==> src/rtl/branch_resolution_unit_pkg.sv <==
// Shared types for the branch resolution stage: ALU micro-op encoding,
// resolution FSM states and fall-through increments.
package branch_resolution_unit_pkg;

    typedef enum logic [4:0] {
        ALU_ADD, ALU_SUB, ALU_AND, ALU_OR, ALU_XOR, ALU_SLL, ALU_SRL, ALU_SRA,
        ALU_SLT, ALU_SLTU, ALU_JAL, ALU_JALR, ALU_BEQ, ALU_BNE, ALU_BLT,
        ALU_BGE, ALU_BLTU, ALU_BGEU
    } alu_uop_t;

    typedef enum logic {
        RUN,
        WAIT_FLUSH
    } bru_state_t;

    localparam int unsigned FALL_THROUGH_COMPRESSED = 2;
    localparam int unsigned FALL_THROUGH_STANDARD   = 4;

    // Unconditional jumps are always taken regardless of the ALU condition bit.
    function automatic logic is_jump(input alu_uop_t op);
        return (op == ALU_JAL) || (op == ALU_JALR);
    endfunction

endpackage

==> src/rtl/branch_resolution_unit_target_adder.sv <==
// Branch target computation: base + offset, with bit 0 forced low for JALR.
module branch_target_adder
    import branch_resolution_unit_pkg::*;
#(
    parameter int XLEN = 32
) (
    input  logic [XLEN-1:0] base,
    input  logic [XLEN-1:0] offset,
    input  logic            is_jalr,
    output logic [XLEN-1:0] target
);

    logic [XLEN-1:0] sum;

    assign sum    = base + offset;
    assign target = {sum[XLEN-1:1], sum[0] & ~is_jalr};

endmodule

==> src/rtl/branch_resolution_unit.sv <==
// Resolves branches after the ALU, raises a one-cycle redirect on mispredict
// and drops wrong-path results until the front end acknowledges the flush.
module branch_resolution_unit
    import branch_resolution_unit_pkg::*;
#(
    parameter int XLEN = 32
) (
    input  logic            clk_i,
    input  logic            rst_n_i,
    input  logic            stall_i,
    input  logic            flush_ack_i,
    input  logic            data_valid_i,
    input  logic            is_branch_i,
    input  alu_uop_t        operation_i,
    input  logic [XLEN-1:0] result_i,
    input  logic [XLEN-1:0] instr_addr_i,
    input  logic [XLEN-1:0] base_i,
    input  logic [XLEN-1:0] offset_i,
    input  logic            is_jalr_i,
    input  logic            is_cjump_i,
    input  logic            pred_taken_i,
    input  logic [XLEN-1:0] pred_target_i,
    output logic [XLEN-1:0] result_o,
    output logic            result_valid_o,
    output logic            mispredict_o,
    output logic [XLEN-1:0] correct_pc_o,
    output logic            bpu_update_o,
    output logic            bpu_taken_o,
    output logic [XLEN-1:0] bpu_addr_o,
    output logic [XLEN-1:0] bpu_target_o,
    output logic [31:0]     branch_count_o,
    output logic [31:0]     mispredict_count_o
);

    bru_state_t      state_reg, state_next;
    logic            accept;
    logic            taken;
    logic            mispredict;
    logic [XLEN-1:0] target;
    logic [XLEN-1:0] fall_through;
    logic [XLEN-1:0] correct_pc;

    branch_target_adder #(.XLEN(XLEN)) u_target_adder (
        .base    (base_i),
        .offset  (offset_i),
        .is_jalr (is_jalr_i),
        .target  (target)
    );

    assign accept       = data_valid_i & ~stall_i & (state_reg == RUN);
    assign taken        = is_jump(operation_i) | result_i[0];
    assign fall_through = instr_addr_i + (is_cjump_i ? XLEN'(FALL_THROUGH_COMPRESSED)
                                                     : XLEN'(FALL_THROUGH_STANDARD));
    assign mispredict   = is_branch_i & ((taken != pred_taken_i) |
                                         (taken & (target != pred_target_i)));
    assign correct_pc   = taken ? target : fall_through;

    // The flush exit ignores stall so a redirect is never lost behind a stall.
    always_comb begin
        state_next = state_reg;
        case (state_reg)
            RUN:        if (accept && mispredict) state_next = WAIT_FLUSH;
            WAIT_FLUSH: if (flush_ack_i)          state_next = RUN;
            default:    state_next = RUN;
        endcase
    end

    always_ff @(posedge clk_i) begin
        if (!rst_n_i) begin
            state_reg          <= RUN;
            result_o           <= '0;
            result_valid_o     <= 1'b0;
            mispredict_o       <= 1'b0;
            correct_pc_o       <= '0;
            bpu_update_o       <= 1'b0;
            bpu_taken_o        <= 1'b0;
            bpu_addr_o         <= '0;
            bpu_target_o       <= '0;
            branch_count_o     <= '0;
            mispredict_count_o <= '0;
        end else begin
            state_reg <= state_next;
            if (!stall_i) begin
                result_valid_o <= accept;
                bpu_update_o   <= accept & is_branch_i;
                mispredict_o   <= accept & mispredict;
                if (accept) begin
                    result_o <= result_i;
                end
                if (accept && is_branch_i) begin
                    correct_pc_o   <= correct_pc;
                    bpu_taken_o    <= taken;
                    bpu_addr_o     <= instr_addr_i;
                    bpu_target_o   <= target;
                    branch_count_o <= branch_count_o + 32'd1;
                    if (mispredict) begin
                        mispredict_count_o <= mispredict_count_o + 32'd1;
                    end
                end
            end
        end
    end

endmodule
==> config.mk <==
export PLATFORM = sky130hd
export DESIGN_NAME = branch_resolution_unit
export DESIGN_NICKNAME = d
export VERILOG_FILES = /design/src/rtl/branch_resolution_unit_pkg.sv /design/src/rtl/branch_resolution_unit_target_adder.sv /design/src/rtl/branch_resolution_unit.sv
export SDC_FILE = /design/constraint.sdc
export NUM_CORES = 1
export LEC_CHECK = 0
export ABC_CLOCK_PERIOD_IN_PS = 6600
export BUFFER_PORTS_ARGS = -buffer_cell sky130_fd_sc_hd__buf_2
export CAP_MARGIN = 20
export CORE_MARGIN = 1.5
export CORE_UTILIZATION = 50
export CTS_BUF_LIST = sky130_fd_sc_hd__clkbuf_8
export DETAILED_ROUTE_END_ITERATION = 10
export PLACE_DENSITY = 0.8
export SLEW_MARGIN = 5
export SYNTH_ARGS = -nofsm -noshare
export SYNTH_HDL_FRONTEND = slang
export SYNTH_HIERARCHICAL = 1
export SYNTH_SLANG_ARGS = --single-unit
==> constraint.sdc <==
create_clock -name clk_i -period 6.6 [get_ports clk_i]
set_clock_uncertainty 0.2 [all_clocks]
set_input_delay 0.66 -clock clk_i [delete_from_list [all_inputs] [get_ports clk_i]]
set_output_delay 0.66 -clock clk_i [all_outputs]
set_load 0.05 [all_outputs]
==> results of run 1 <==
==> layout make-up <==
cell class	count	area [um2]
Fill cell	1952	7900
Clock buffer	18	247.7
Inverter	15	58.81
Multi-Input combinational cell	1103	6560
Timing Repair Buffer	376	1922
Clock inverter	14	177.7
Tap cell	275	344.1
Sequential cell	197	3944
==> cell families (layout without fill, tap and decap cells) <==
logic type	count (synthesis)	after routing	synth area share, %
buffers and inverters	93	423	3.672
AOI/OAI and AO/OA	313	313	17.74
xor gates and xnor gates	110	110	8.863
and+or+nand+nor	630	630	27.85
DFF	197	197	36.28
muxes	13	13	1.197
adders and majority gates	37	37	4.397
==> Yosys cell counts, types with 13 or more instances <==
master,number,area [um2]
nand4_1,30,187.7
a211oi_1,13,97.59
a21oi_1,167,835.8
xor2_1,67,586.8
nor4_1,20,125.1
and3_1,25,156.4
xnor2_1,43,376.6
inv_1,15,56.30
clkbuf_1,54,202.7
o21ai_0,36,180.2
nand3_1,62,310.3
o31ai_1,29,217.7
nand2b_1,18,112.6
nand2_1,272,1021
dfxtp_1,197,3944
or4_1,16,120.1
nor2_1,108,405.4
mux2i_1,13,130.1
nor3_1,23,115.1
ha_1,35,437.9
==> worst max-delay path, stage by stage <==
cell,delay [ns]
buf_2,0.10
ha_1,0.23
fa_1,0.42
a21o_1,0.24
a221oi_4,0.38
nor3_1,0.15
nor2_1,0.43
o31ai_1,0.17
xor2_1,0.35
xor2_1,0.12
nor4_1,0.37
nand4_1,0.26
nor4_4,0.32
buf_4,0.45
nor2_1,0.22
o21a_1,0.22
==> where the power goes <==
group	switching, mW	total (mW)	leakage (nW)	internal (mW)
registers	0.0210	1.25	1.60	1.23
logic	0.475	0.691	3.91	0.216
clock network	0.518	0.821	0.210	0.304
==> cell usage in the layout (no fill, tap or decap), types with 6 or more instances in the layout <==
master / instances
a211oi_1: 13
clkbuf_8: 18
nand3_1: 62
buf_4: 7
clkinv_8: 6
buf_2: 368
nand2_1: 272
dfxtp_1: 197
o21a_1: 9
a21o_1: 9
xor2_1: 67
xnor2_1: 43
o211ai_1: 7
o31ai_1: 29
nor2b_1: 6
mux2i_1: 13
a21oi_1: 167
inv_1: 14
ha_1: 35
nor4_1: 20
nand2b_1: 18
or4_1: 16
nand4_1: 30
nor3_1: 23
or3_1: 12
nor2_1: 107
and3_1: 25
o21ai_0: 36
and4_1: 6
==> routing by layer <==
layer  global-route usage, %  up-vias
li1                        -     5562
met1                   36.81     5347
met2                   52.34      456
met3                   6.970       65
met4                   12.50        0
met5                       0        -
==> metrics by stage <==
step,setup slack (ns),instances
floorplan,2.297,1393
global placement,1.404,1965
detailed placement,1.231,1965
CTS,1.732,1997
global route,1.461,1998
finish,1.666,1998
==> worst paths after layout <==
check | endpoint | slack, ns | startpoint | cells after the start
setup / recovery | mispredict_o | 1.67 | offset_i[0] | 16
hold / removal | result_o[9] | 0.20 | result_i[9] | 3
setup reg to reg | mispredict_count_o[17] | 3.79 | state_reg | 6
hold reg to reg | result_o[20] | 0.26 | result_o[20] | 2
==> out/metrics.yaml, run 1 <==
status:
  status: "completed"
route:
  drt_iter0_markers: 740
  routed.top_layer: "met4"
  dr.pass1.iters: 5
  wire_per_inst_um: 17.77
  wl_met1_mm: 14.06
  ant_nets: 0
  dr_wl_met3_mm: 2.874
  viasPerCell: 5.721
  routed_wl_mm: 35.50
  vias: 11430
  wl_met2_mm: 17.33
  drc: 0
clocking:
  clk_pin_slew_worst_paths_ns: 0.13
  clock_sinks: 197
  cts_tree: "built"
  cts_hold_buf: 0
  cts_max_level: 4
  numCtsBuffers: 17
  cts.path.max_buffers: 2
  post_cts_buffers: 0
  cts_resized: 0
  cts-root-buf: "clkbuf_8"
  insertion_delay_ns: 0.47
sta:
  finalHoldViolCount: 0
  maxSlewHeadroom_pct: 24.66
  timing.hold.ws_ns: 0.2011
  setup_viol: 0
  slew_violations: 0
  grt_setup_unrepaired: "false"
  post-route-period-util_pct: 74.76
  max_freq_mhz: 202.7
  min_period_ns: 4.934
  fin_setup_tns_ns: 0
  max_slew.worst_pin.slew_ns: 1.130
floorplanning:
  die_h_um: 150.4
  core_um2: 21150
  num_rows: 53
  io_pins: 370
  die-area_um2: 22630
  initial_core_util_pct: 51.39
  dieWidth_um: 150.4
power_and_ir_drop:
  powerDensity_nw_per_um2: 208.1
  p_leak_nw: 5.723
  power.total_mw: 2.758
  peakVddDrop_mv: 0.1341
setup_path:
  critPathArrivalTime_ns: 5.10
  end_kind: "flop"
  cp_max_fo: 52
  crit_type: "input pin to flop"
  cp.required_ns: 6.76
  cp-start-kind: "input pin"
worst_hold_path:
  hold_class: "input pin to flop"
global_route:
  track_usage_pct: 30.56
  grt_max_degree: 102
  grt_pass1_vias: 10520
  overflow: 0
  grt_antenna_before_repair: 0
  grt_pass1_wl_mm: 54.65
synth:
  async_reset_ff_share_pct: 0
  synth.avg_cell_area_um2: 7.804
  synthCells: 1393
  yosysWarnings: 6
  ys_types: 79
  ys.flop_type: "dfxtp_1"
  syn_area_um2: 10870
  yosysSeqAreaShare_pct: 36.28
  synth_enable_flop_cells: 0
  ys_seq_elements: 197
  syn_nets: 1604
placed_design:
  gp_congestion: 0.9685
  dpl.hpwl_mm: 26.55
  postPlaceCellArea_um2: 12800
  port_buffers: 368
final_layout:
  drive_gt1_share_pct: 25.30
  fin_util_pct: 62.65
  layout.nets: 1921
  final_cell_area_um2: 13250
  n_antenna_cell: 0
  syn_to_final_growth_pct: 21.93
job:
  drv_cap: 0
Power figures use the tool's default switching activity.
==> inputs of run 2 (changes only) <==
--- a/config.mk
+++ b/config.mk
@@ -5,7 +5,7 @@
 export SDC_FILE = /design/constraint.sdc
 export NUM_CORES = 1
 export LEC_CHECK = 0
-export ABC_CLOCK_PERIOD_IN_PS = 6600
+export ABC_CLOCK_PERIOD_IN_PS = 4950
 export BUFFER_PORTS_ARGS = -buffer_cell sky130_fd_sc_hd__buf_2
 export CAP_MARGIN = 20
 export CORE_MARGIN = 1.5
==> constraint.sdc (replaced) <==
create_clock -name clk_i -period 4.95 [get_ports clk_i]
set_clock_uncertainty 0.2 [all_clocks]
set_input_delay 0.495 -clock clk_i [delete_from_list [all_inputs] [get_ports clk_i]]
set_output_delay 0.495 -clock clk_i [all_outputs]
set_load 0.05 [all_outputs]
==> out/metrics.yaml, run 2 (synthesis gave the netlist of run 1 again) <==
setup_path:
  end_kind: "flop"
  reg2reg_to: "correct_pc_o[21]"
  reg2reg_depth: 5  # -1
  setup.worst_path.start: "offset_i[0]"
  crit_type: "input pin to flop"
  cp-start-kind: "input pin"
  cp_max_fo: 52  # unchanged
  cp.required_ns: 5.13  # -1.63 ns
  r2r_start: "state_reg"
  rrSetupSlack_ns: 2.31  # -1.48 ns
  critPathArrivalTime_ns: 4.37  # -0.73 ns
  endpoint: "mispredict_o"
job:
  drv_cap: 0  # unchanged
power_and_ir_drop:
  p_leak_nw: 5.779  # +0.98%
  peakVddDrop_mv: 0.1966  # +47%
  power.total_mw: 3.747  # +36%
  powerDensity_nw_per_um2: 280.6  # +35%
sta:
  setup_viol: 0  # unchanged
  slew_violations: 0  # unchanged
  post-route-period-util_pct: 84.70
  max_freq_mhz: 238.5
  maxSlewHeadroom_pct: 27.57  # +2.9 points
  max_slew.worst_pin.slew_ns: 1.086  # -0.04369 ns
  fin_setup_tns_ns: 0  # unchanged
  grt_setup_unrepaired: "false"
  finalWorstSetupSlack_ns: 0.7572  # -0.9087 ns
  finalHoldViolCount: 0  # unchanged
  min_period_ns: 4.193
placed_design:
  dp_slack_ns: 0.2800  # -0.9508 ns
  dpl.hpwl_mm: 26.93  # +1.4%
  gp_congestion: 0.9569  # -1.2%
  port_buffers: 368  # unchanged
  placed_cells: 1974  # +0.46%
final_layout:
  mostFrequentLayoutCells: "368 x buf_2, 272 x nand2_1, 197 x dfxtp_1"
  drive_gt1_share_pct: 25.69  # +0.39 points
  syn_to_final_growth_pct: 22.86
  fin_cells: 2007  # +0.45%
  n_antenna_cell: 0  # unchanged
  fillers: 1965  # +0.67%
  layout.nets: 1930  # +0.47%
  layout_commonest_cell: "buf_2"
  fin_util_pct: 63.13  # +0.48 points
route:
  routed_wl_mm: 35.85  # +0.99%
  vias: 11480  # +0.45%
  wire_per_inst_um: 17.86  # +0.54%
  viasPerCell: 5.720  # about the same
  dr.pass1.iters: 7  # +2
  drt_iter0_markers: 815  # +10%
  ant_nets: 0  # unchanged
  drc: 0  # unchanged
clocking:
  numCtsBuffers: 17  # unchanged
  cts_hold_buf: 0  # unchanged
  cts-root-buf: "clkbuf_8"
  cts.path.max_buffers: 2  # unchanged
  cts_resized: 0  # unchanged
  post_cts_buffers: 0  # unchanged
  cts_max_level: 4  # unchanged
  clock_sinks: 197  # unchanged
  clk_pin_slew_worst_paths_ns: 0.12  # about the same
  cts_tree: "built"
  insertion_delay_ns: 0.49  # +0.02 ns
global_route:
  grt_pass1_wl_mm: 53.60  # -1.9%
  overflow: 0  # unchanged
  grt_max_degree: 102  # unchanged
  grt_pass1_vias: 10350  # -1.7%
  track_usage_pct: 30.33  # -0.23 points
  grt_antenna_before_repair: 0  # unchanged
floorplanning:
  num_rows: 53  # unchanged
  io_pins: 370  # unchanged
  dieWidth_um: 150.4  # unchanged
  core_um2: 21150  # unchanged
  die_h_um: 150.4  # unchanged
  die-area_um2: 22630  # unchanged
  initial_core_util_pct: 51.39  # unchanged
worst_hold_path:
  hold_class: "input pin to flop"
status:
  status: "completed"
run 2: worst min-delay path by stage:
stage,start,to,slack [ns],cells past startpoint
final,result_i[9],result_o[9],0.03,3
after global routing,result_i[4],result_o[4],0.003,3
after CTS,result_i[9],result_o[9],0.01,3
after detailed placement,result_o[3],result_o[3],0.24,2
after global placement,correct_pc_o[2],correct_pc_o[2],0.24,2
after floorplan,state_reg,result_o[0],0.36,3
run 2: final cells by class:
| cell class | instances | area (um2) | share of cell area (%) |
|---|---|---|---|
| Multi-Input combinational cell | 1103 | 6560 | 49.12 |
| Sequential cell | 197 | 3944 | 29.53 |
| Timing Repair Buffer | 385 | 2002 | 14.99 |
| Tap cell | 275 | 344.1 | 2.576 |
| Clock buffer | 18 | 247.7 | 1.855 |
| Clock inverter | 14 | 198.9 | 1.490 |
| Inverter | 15 | 58.81 | 0.4403 |
run 2: worst max-delay path: stages:
cell and delay, ns:
buf_2 0.10, ha_1 0.23, fa_1 0.41, a21o_1 0.24
a221oi_4 0.35, nor3_1 0.14, nor2_1 0.12, buf_4 0.16
o31ai_1 0.09, xor2_1 0.19, xor2_1 0.18, nor4_1 0.33
nand4_1 0.29, nor4_4 0.39, buf_12 0.27, nor2_1 0.16
o21a_1 0.21
run 2: layer usage:
layer	global-route usage [%]	vias to the layer above	share of wire, %
met4	13.48	0	4.4
met3	7.848	86	7.6
met1	36.52	5345	40
li1	-	5583	-
met5	0	-	0
met2	50.76	467	48
run 2: power by group:
part,internal [mW],switching (mW),total [mW]
clock,0.455,0.686,1.14
sequential,1.63,0.0278,1.66
combinational,0.306,0.639,0.945
total,2.39,1.35,3.75
run 2: per-stage QoR:
stage,hold WS (ns),area [um2]
5_1_grt,0.002748,13360
2_1_floorplan,0.3618,10870
3_5_place_dp,0.2435,12880
3_3_place_gp,0.2363,12880
4_1_cts,0.01474,13330
6_report,0.02730,13360
==> inputs of run 3 (changes only) <==
--- a/config.mk
+++ b/config.mk
@@ -5,14 +5,14 @@
 export SDC_FILE = /design/constraint.sdc
 export NUM_CORES = 1
 export LEC_CHECK = 0
-export ABC_CLOCK_PERIOD_IN_PS = 4950
+export ABC_CLOCK_PERIOD_IN_PS = 3700
 export BUFFER_PORTS_ARGS = -buffer_cell sky130_fd_sc_hd__buf_2
 export CAP_MARGIN = 20
 export CORE_MARGIN = 1.5
-export CORE_UTILIZATION = 50
+export CORE_UTILIZATION = 47
 export CTS_BUF_LIST = sky130_fd_sc_hd__clkbuf_8
 export DETAILED_ROUTE_END_ITERATION = 10
-export PLACE_DENSITY = 0.8
+export PLACE_DENSITY = 0.78
 export SLEW_MARGIN = 5
 export SYNTH_ARGS = -nofsm -noshare
 export SYNTH_HDL_FRONTEND = slang
==> constraint.sdc (replaced) <==
create_clock -name clk_i -period 3.7 [get_ports clk_i]
set_clock_uncertainty 0.2 [all_clocks]
set_input_delay 0.37 -clock clk_i [delete_from_list [all_inputs] [get_ports clk_i]]
set_output_delay 0.37 -clock clk_i [all_outputs]
set_load 0.05 [all_outputs]
==> out/metrics.yaml, run 3 (synthesis gave the netlist of run 1 again) <==
clocking:
  cts_tree: "built"
  numCtsBuffers: 17  # unchanged
  clk_pin_slew_worst_paths_ns: 0.12  # about the same
  cts.path.max_buffers: 2  # unchanged
  cts_max_level: 4  # unchanged
  insertion_delay_ns: 0.47  # -0.02 ns
  clock_sinks: 197  # unchanged
  cts-root-buf: "clkbuf_8"
placed_design:
  placed_cells: 2106  # +6.7%
  port_buffers: 368  # unchanged
  dp_slack_ns: -0.4435  # -0.7235 ns
  gp_congestion: 0.9528  # -0.43%
  dpl.hpwl_mm: 29.02  # +7.8%
floorplanning:
  die_h_um: 155.1  # +3.1%
  io_pins: 370  # unchanged
  num_rows: 55  # +3.8%
  die-area_um2: 24050  # +6.3%
  core_um2: 22640  # +7.0%
  dieWidth_um: 155.1  # +3.1%
  initial_core_util_pct: 48.01  # -3.4 points
final_layout:
  mostFrequentLayoutCells: "366 x buf_2, 272 x nand2_1, 197 x dfxtp_1"
  layout.nets: 2130  # +10%
  layout_commonest_cell: "buf_2"
  syn_to_final_growth_pct: 41.38
  drive_gt1_share_pct: 31.52  # +5.8 points
  fin_cells: 2223  # +11%
sta:
  post-route-period-util_pct: 100.5
  max_freq_mhz: 268.8
  maxSlewHeadroom_pct: 22.68  # -4.9 points
  setup_viol: 2  # +2
  max_slew.worst_pin.slew_ns: 1.160  # +0.07330 ns
  min_period_ns: 3.720
  finalWorstSetupSlack_ns: -0.02013  # -0.7773 ns
  slew_violations: 0  # unchanged
  finalHoldViolCount: 0  # unchanged
  grt_setup_unrepaired: "true"
setup_path:
  cp-start-kind: "input pin"
  critPathArrivalTime_ns: 3.93  # -0.44 ns
  crit_type: "input pin to flop"
  cp.required_ns: 3.90  # -1.23 ns
  end_kind: "flop"
  cp_max_fo: 7  # -87%
status:
  status: "finished, violations left"
  violations: "setup timing"
route:
  wl_met2_mm: 19.71  # +14%
  drt_iter0_markers: 860  # +5.5%
  dr_wl_met3_mm: 3.560  # +30%
  wire_per_inst_um: 18.28  # +2.4%
  dr.pass1.iters: 6  # -1
  vias: 12640  # +10%
  viasPerCell: 5.686  # -0.61%
  wl_met1_mm: 15.26  # +6.9%
  routed.top_layer: "met5"
  routed_wl_mm: 40.65  # +13%
  ant_nets: 0  # unchanged
  drc: 0  # unchanged
global_route:
  grt_max_degree: 104  # +2.0%
  grt_pass1_wl_mm: 60.62  # +13%
  track_usage_pct: 31.81  # +1.5 points
  grt_pass1_vias: 11810  # +14%
  overflow: 0  # unchanged
  grt_antenna_before_repair: 6  # +6
power_and_ir_drop:
  power.total_mw: 5.273  # +41%
  peakVddDrop_mv: 0.2852  # +45%
  powerDensity_nw_per_um2: 343.1  # +22%
  p_leak_nw: 6.756  # +17%
job:
  drv_cap: 0  # unchanged
worst_hold_path:
  hold_class: "input pin to flop"
-- run 3: what timing repair did --
| item | in CTS | in global routing |
|---|---|---|
| setup endpoints to repair | 0 | 34 |
| gates resized for setup | 0 | 45 |
| endpoints found under the hold margin | 68 | 0 |
| buffers inserted | 0 | 10 |
| hold buffers | 66 | 0 |
-- run 3: path summary, 6_finish.rpt --
path | start | end | slack [ns] | depth (start not counted)
worst max register to register | mispredict_count_o[0] | mispredict_count_o[24] | 0.87 | 6
worst min register to register | bpu_addr_o[26] | bpu_addr_o[26] | 0.26 | 2
worst max-delay path | base_i[0] | mispredict_count_o[25] | -0.02 | 19
worst min-delay path | stall_i | bpu_update_o | 0.03 | 3
-- run 3: worst max-delay path: stages --
cell and delay, ns:
buf_6 0.10, ha_4 0.15, fa_2 0.36, a21o_1 0.23, a221oi_4 0.35, buf_4 0.18
nor3_2 0.05, nor2_4 0.19, nor3_1 0.09, nor3_1 0.30, xor2_1 0.21, nor4_1 0.06
nand4_1 0.16, nor4_4 0.06, buf_6 0.14, buf_12 0.14, buf_12 0.13, or4_1 0.47
a21oi_1 0.17
-- run 3: power breakdown --
| part | internal, mW | switching (mW) | leakage, nW |
|---|---|---|---|
| logic | 0.637 | 0.941 | 4.95 |
| clock network | 0.541 | 0.926 | 0.211 |
| registers | 2.19 | 0.0423 | 1.60 |
-- run 3: final cells by class --
class | instances | area [um2]
fillers | 1866 | 7272
multi-input cells | 1103 | 6777
flip-flops and latches | 197 | 3944
repair buffers | 585 | 3795
well taps | 285 | 356.6
clock buffers | 18 | 247.7
clock inverters | 14 | 175.2
inverters | 15 | 58.81
diodes | 6 | 15.01
-- run 3: stage by stage --
step           setup TNS (ns)  util [%]  cell area [um2]  hold slack, ns
3_5_place_dp           -12.49     61.26            13870          0.2434
6_report             -0.03226     67.88            15370         0.02584
4_1_cts                     0     66.05            14950        0.005233
3_3_place_gp           -10.19     61.26            13870          0.2383
5_1_grt                -5.272     67.85            15360         0.01445
2_1_floorplan               0         -            10880          0.3060
-- run 3: layer usage --
layer / up-vias / track usage (%)
met5: - / 0
met4: 2 / 16.48
met3: 133 / 7.716
met2: 677 / 55.24
met1: 5845 / 36.26
li1: 5982 / -
